===== src/rtl/alu_status_flags.sv =====
// Status-flag register with masked writes, registered branch-condition evaluator
// and a small LIFO for saving/restoring flag context around interrupts.
module alu_status_flags #(
    parameter int unsigned STACK_DEPTH = 4,
    parameter int unsigned PTR_W       = $clog2(STACK_DEPTH) + 1
) (
    input  logic             clk_i,
    input  logic             rst_i,
    input  logic [3:0]       flag_in_i,
    input  logic             flag_we_i,
    input  logic [3:0]       flag_mask_i,
    input  logic             cond_req_i,
    input  logic [3:0]       cond_code_i,
    input  logic             push_i,
    input  logic             pop_i,
    output logic [3:0]       flags_o,
    output logic             cond_valid_o,
    output logic             cond_taken_o,
    output logic [PTR_W-1:0] stack_depth_o,
    output logic             stack_full_o,
    output logic             stack_empty_o,
    output logic             stack_err_o
);

    localparam int unsigned IdxW = PTR_W - 1;

    logic [3:0]       flags_q, flags_d;
    logic             cond_valid_q;
    logic             cond_taken_q, cond_taken_d;
    logic [PTR_W-1:0] depth_q, depth_d;
    logic             err_q, err_d;
    logic [3:0]       stack_mem [STACK_DEPTH];

    logic             full, empty;
    logic             push_ok, pop_ok;
    logic [IdxW-1:0]  wr_idx, rd_idx;
    logic [3:0]       base_flags;

    assign full   = (depth_q == PTR_W'(STACK_DEPTH));
    assign empty  = (depth_q == '0);
    assign wr_idx = depth_q[IdxW-1:0];
    assign rd_idx = IdxW'(depth_q - 1'b1);

    // Simultaneous push and pop cancel each other and raise no error.
    assign push_ok = push_i && !pop_i && !full;
    assign pop_ok  = pop_i && !push_i && !empty;

    // Next-state flags: popped context under masked ALU write; depth and sticky error.
    always_comb begin
        base_flags = pop_ok ? stack_mem[rd_idx] : flags_q;
        flags_d    = flag_we_i ? ((flag_in_i & flag_mask_i) | (base_flags & ~flag_mask_i))
                               : base_flags;
        depth_d    = depth_q;
        if (push_ok) begin
            depth_d = depth_q + 1'b1;
        end else if (pop_ok) begin
            depth_d = depth_q - 1'b1;
        end
        err_d = err_q;
        if ((push_i && !pop_i && full) || (pop_i && !push_i && empty)) begin
            err_d = 1'b1;
        end
    end

    // Condition evaluation on next-state flags so a same-cycle write or pop is bypassed.
    always_comb begin
        logic n, z, c, v;
        {n, z, c, v} = flags_d;
        cond_taken_d = cond_taken_q;
        if (cond_req_i) begin
            unique case (cond_code_i)
                4'd0:    cond_taken_d = z;
                4'd1:    cond_taken_d = !z;
                4'd2:    cond_taken_d = c;
                4'd3:    cond_taken_d = !c;
                4'd4:    cond_taken_d = n;
                4'd5:    cond_taken_d = !n;
                4'd6:    cond_taken_d = v;
                4'd7:    cond_taken_d = !v;
                4'd8:    cond_taken_d = c && !z;
                4'd9:    cond_taken_d = !c || z;
                4'd10:   cond_taken_d = (n == v);
                4'd11:   cond_taken_d = (n != v);
                4'd12:   cond_taken_d = !z && (n == v);
                4'd13:   cond_taken_d = z || (n != v);
                4'd14:   cond_taken_d = 1'b1;
                default: cond_taken_d = 1'b0;
            endcase
        end
    end

    // Control state with synchronous reset.
    always_ff @(posedge clk_i) begin
        if (rst_i) begin
            flags_q      <= '0;
            cond_valid_q <= 1'b0;
            cond_taken_q <= 1'b0;
            depth_q      <= '0;
            err_q        <= 1'b0;
        end else begin
            flags_q      <= flags_d;
            cond_valid_q <= cond_req_i;
            cond_taken_q <= cond_taken_d;
            depth_q      <= depth_d;
            err_q        <= err_d;
        end
    end

    // Stack storage saves pre-write flags; contents need no reset.
    always_ff @(posedge clk_i) begin
        if (!rst_i && push_ok) begin
            stack_mem[wr_idx] <= flags_q;
        end
    end

    assign flags_o       = flags_q;
    assign cond_valid_o  = cond_valid_q;
    assign cond_taken_o  = cond_taken_q;
    assign stack_depth_o = depth_q;
    assign stack_full_o  = full;
    assign stack_empty_o = empty;
    assign stack_err_o   = err_q;

endmodule


===== config.mk =====
export PLATFORM = sky130hd
export DESIGN_NAME = alu_status_flags
export DESIGN_NICKNAME = d
export VERILOG_FILES = /design/src/rtl/alu_status_flags.sv
export SDC_FILE = /design/constraint.sdc
export NUM_CORES = 1
export LEC_CHECK = 0
export BUFFER_PORTS_ARGS = -buffer_cell sky130_fd_sc_hd__buf_2
export CAP_MARGIN = 20
export CORE_MARGIN = 4
export CORE_UTILIZATION = 57
export DETAILED_ROUTE_END_ITERATION = 10
export GPL_TIMING_DRIVEN = 0
export MAX_ROUTING_LAYER = met4
export PLACE_DENSITY = 0.81
export SLEW_MARGIN = 20
export SYNTH_ARGS = -nofsm -noshare
export SYNTH_HDL_FRONTEND = slang
export SYNTH_SLANG_ARGS = --single-unit

===== constraint.sdc =====
create_clock -name clk_i -period 6.75 [get_ports clk_i]
set_clock_uncertainty 0.15 [all_clocks]
set_input_delay 0.675 -clock clk_i [delete_from_list [all_inputs] [get_ports clk_i]]
set_output_delay 0.675 -clock clk_i [all_outputs]
set_load 0.02 [all_outputs]

==> summary.txt <==
Logic synthesis
  • Mapped Area: 1420 µm²
  • Syn Nets: 153
  • Most frequent cells after synthesis: 18 x nor2_1, 16 x edfxtp_1, 12 x nand2_1, 10 x dfxtp_1, 7 x inv_1
  • Synth Warn #: 0
  • Mapped Cells: 130
  • Yosys cell types: 46
  • Synth async-reset ratio: 0%
  • Syn Area/Cell: 11.0 µm²
  • Post-synth EDFFs: 16
  • Post-synth top area share: 33.7%
  • Dominant synthesized flop cell: edfxtp_1
  • Yosys reg bits: 26
  • Count leader, synth: nor2_1
  • Sequential share of the synthesized area: 47.8%
  • Post-synth top area cell: edfxtp_1
  • Top cells by area, synth: edfxtp_1 34%, dfxtp_1 14%, nor2_1 4.7%

Worst setup path
  • CP Class: reg -> reg
  • Worst r2r path cells: 10
  • Critical R2R Launch: stack_depth_o[0]
  • Crit. End Element: flop
  • Critical path cell sequence: buf_6 -> inv_1 -> ha_1 -> mux4_2 -> nand3_1 -> a31oi_2 -> xor2_2 -> mux2_4 -> o221ai_2 -> o31a_1
  • Worst Path Required: 6.87 ns
  • Crit path max-delay family: compound AO/OA/AOI/OAI gates
  • Crit. Startpoint: stack_depth_o[0]
  • Critical path's slowest cell: ha_1
  • CP max stage delay: 0.44 ns
  • WP depth: 10
  • Top fanout value on the critical path: 6
  • Worst Path Arrival: 2.90 ns
  • R2R setup slack: 3.97 ns
  • WP buf/inv: 2
  • RR Endpoint: cond_taken_o
  • CP startpoint kind: flop

Clock tree
  • H-tree depth: 1
  • Hold_buf cts: 0
  • Clk slew on worst S/H paths: 0.14 ns
  • Post-CTS Setup Inserts: 0
  • CTS tree: done
  • Worst-skew pair later-pin latency: 0.33 ns
  • CTS max path bufs: 2
  • # clock sinks: 26
  • Num CTS Buffers: 3
  • Root Buffer: clkbuf_4
  • Post-cts resize count: 0

Placed design
  • Placer Congestion: 0.871
  • Dpl ws: 4.00 ns
  • Placed Area: 1590 µm²
  • Total placed cells including tap cells: 185
  • Dpl hpwl: 2.23 mm
  • IO buf count: 27

Route
  • Via count: 1101
  • DRC Markers: 0
  • Final wirelength: 2.93 mm
  • Routed len/inst: 15.5 µm
  • Detailed router's first-iteration violation count: 46
  • TritonRoute pass-1 iters: 4
  • Post-route ant nets: 0
  • Via density: 5.83

Floorplan
  • Core Area: 2300 µm²
  • Die height: 58.0 µm
  • Die area: 3360 µm²
  • Initial Util: 62.0%
  • Die width: 58.0 µm
  • # IOs: 30
  • Row Count: 17

Finish
  • Antenna cells: 0
  • Post-route cell area: 1650 µm²
  • Non-filler instance count after layout: 189
  • Layout cell share with drive strength beyond 1: 28.0%
  • Area Overhead vs Synth: 15.6%
  • Nets@finish: 185
  • Filler cell count: 171

STA
  • Count of final setup violators: 0
  • Max-slew violations: 0
  • Setup TNS: 0 ns
  • Final hold viol count: 0
  • Post-route minimum period: 2.78 ns
  • Max_slew headroom: 59.4%
  • Slew @ Worst Pin: 0.605 ns
  • Setup ws final: 3.97 ns
  • Final Cycle Share: 41.2%
  • RSZ-0062 raised after global routing: no
  • Max Freq: 360 MHz

Hold path
  • Worst Hold Launch: stack_err_o
  • Hold Crit Endpoint: stack_err_o
  • Worst hold stages: 2
  • Class of the worst hold path: reg -> reg

Global routing
  • Initial antenna violation count: 0
  • GRT overflow: 0
  • Total Routing Usage GR: 19.2%
  • Number of global-route vias before repair: 1050
  • First-pass GRT wire length: 4.86 mm
  • Largest net degree at the start of global routing: 16

Power
  • P per Cell Area: 250 nW/µm²
  • Max rail drop VDD: 0.212 mV
  • LEAKAGE: 0.648 nW

Job
  • Max cap viols: 0

Outcome
  • Status: finished clean
==> state kept, by name, indices dropped and copies added, names as in the netlist <==
| register | flops |
|---|---|
| stack_err_o | 1 |
| cond_taken_o | 1 |
| stack_depth_o | 3 |
| stack_mem | 16 |
| cond_valid_o | 1 |
| flags_o | 4 |
==> worst register-to-register path, cell delays in order, from the launching register on <==
cell	delay [ns]
dfxtp_1	0.42
buf_6	0.16
inv_1	0.08
ha_1	0.44
mux4_2	0.25
nand3_1	0.10
a31oi_2	0.31
xor2_2	0.21
mux2_4	0.33
o221ai_2	0.15
o31a_1	0.13
==> layout make-up <==
type                       instances  area (µm²)  share of cell area [%]
sequential                        26         681                    41.3
buffer                             5        26.3                    1.60
clock inverter                     1        30.0                    1.82
inverter                           7        26.3                    1.60
clock buffer                       3        22.5                    1.37
tap                               28        35.0                    2.13
multi-input combinational         92         691                    41.9
timing repair buffer              27         135                    8.21
==> where the power goes <==
part / switching [mW] / internal [mW] / total [mW]
logic: 0.0694 / 0.0495 / 0.119
registers: 0.00839 / 0.179 / 0.187
clock network: 0.0457 / 0.0601 / 0.106
total: 0.124 / 0.289 / 0.412
==> stage by stage <==
step	utilization, %	hold WS [ns]	power, mW
5_1_grt	71.7	0.389	0.436
3_3_place_gp	69.4	0.305	0.307
4_1_cts	71.7	0.352	0.415
2_1_floorplan	-	0.420	0.277
6_report	71.7	0.346	0.412
3_5_place_dp	69.4	0.313	0.310
==> routing by layer <==
layer  track usage (%)  wire length [µm]
met1              27.1              1230
met2              29.4              1380
met3              3.12               288
met4              3.97                27
met5                 -                 0
==> kinds of logic (layout without fill, tap and decap cells) <==
family	count (synthesis)	after routing	synth area share, %
AOI/OAI and AO/OA	22	22	12.2
xor gates and xnor gates	4	4	2.99
adders and majority gates	5	5	4.39
buffers and inverters	12	43	3.69
DFF	26	26	47.8
muxes	6	6	8.35
and+or+nand+nor	55	55	20.6
==> cell usage in the layout (no fill, tap or decap), types with 3 or more instances in the layout <==
| cell type | netlist | final |
|---|---|---|
| buf_2 | 0 | 27 |
| nor2_1 | 18 | 18 |
| edfxtp_1 | 16 | 16 |
| nand2_1 | 12 | 12 |
| dfxtp_1 | 10 | 10 |
| inv_1 | 7 | 7 |
| a21oi_1 | 5 | 5 |
| ha_1 | 5 | 5 |
| clkbuf_1 | 4 | 4 |
| nand3_1 | 4 | 4 |
| and2_1 | 3 | 3 |
| mux4_2 | 3 | 3 |
| o21ai_0 | 3 | 3 |
| clkbuf_4 | 0 | 3 |
==> worst max path at each step <==
stage | slack [ns] | to
floorplan | 4.13 | cond_taken_o
global placement | 4.01 | cond_taken_o
detailed placement | 4.00 | cond_taken_o
CTS | 3.95 | cond_taken_o
global route | 3.77 | cond_taken_o
finish | 3.97 | cond_taken_o
(Power assumes the default switching activity.)
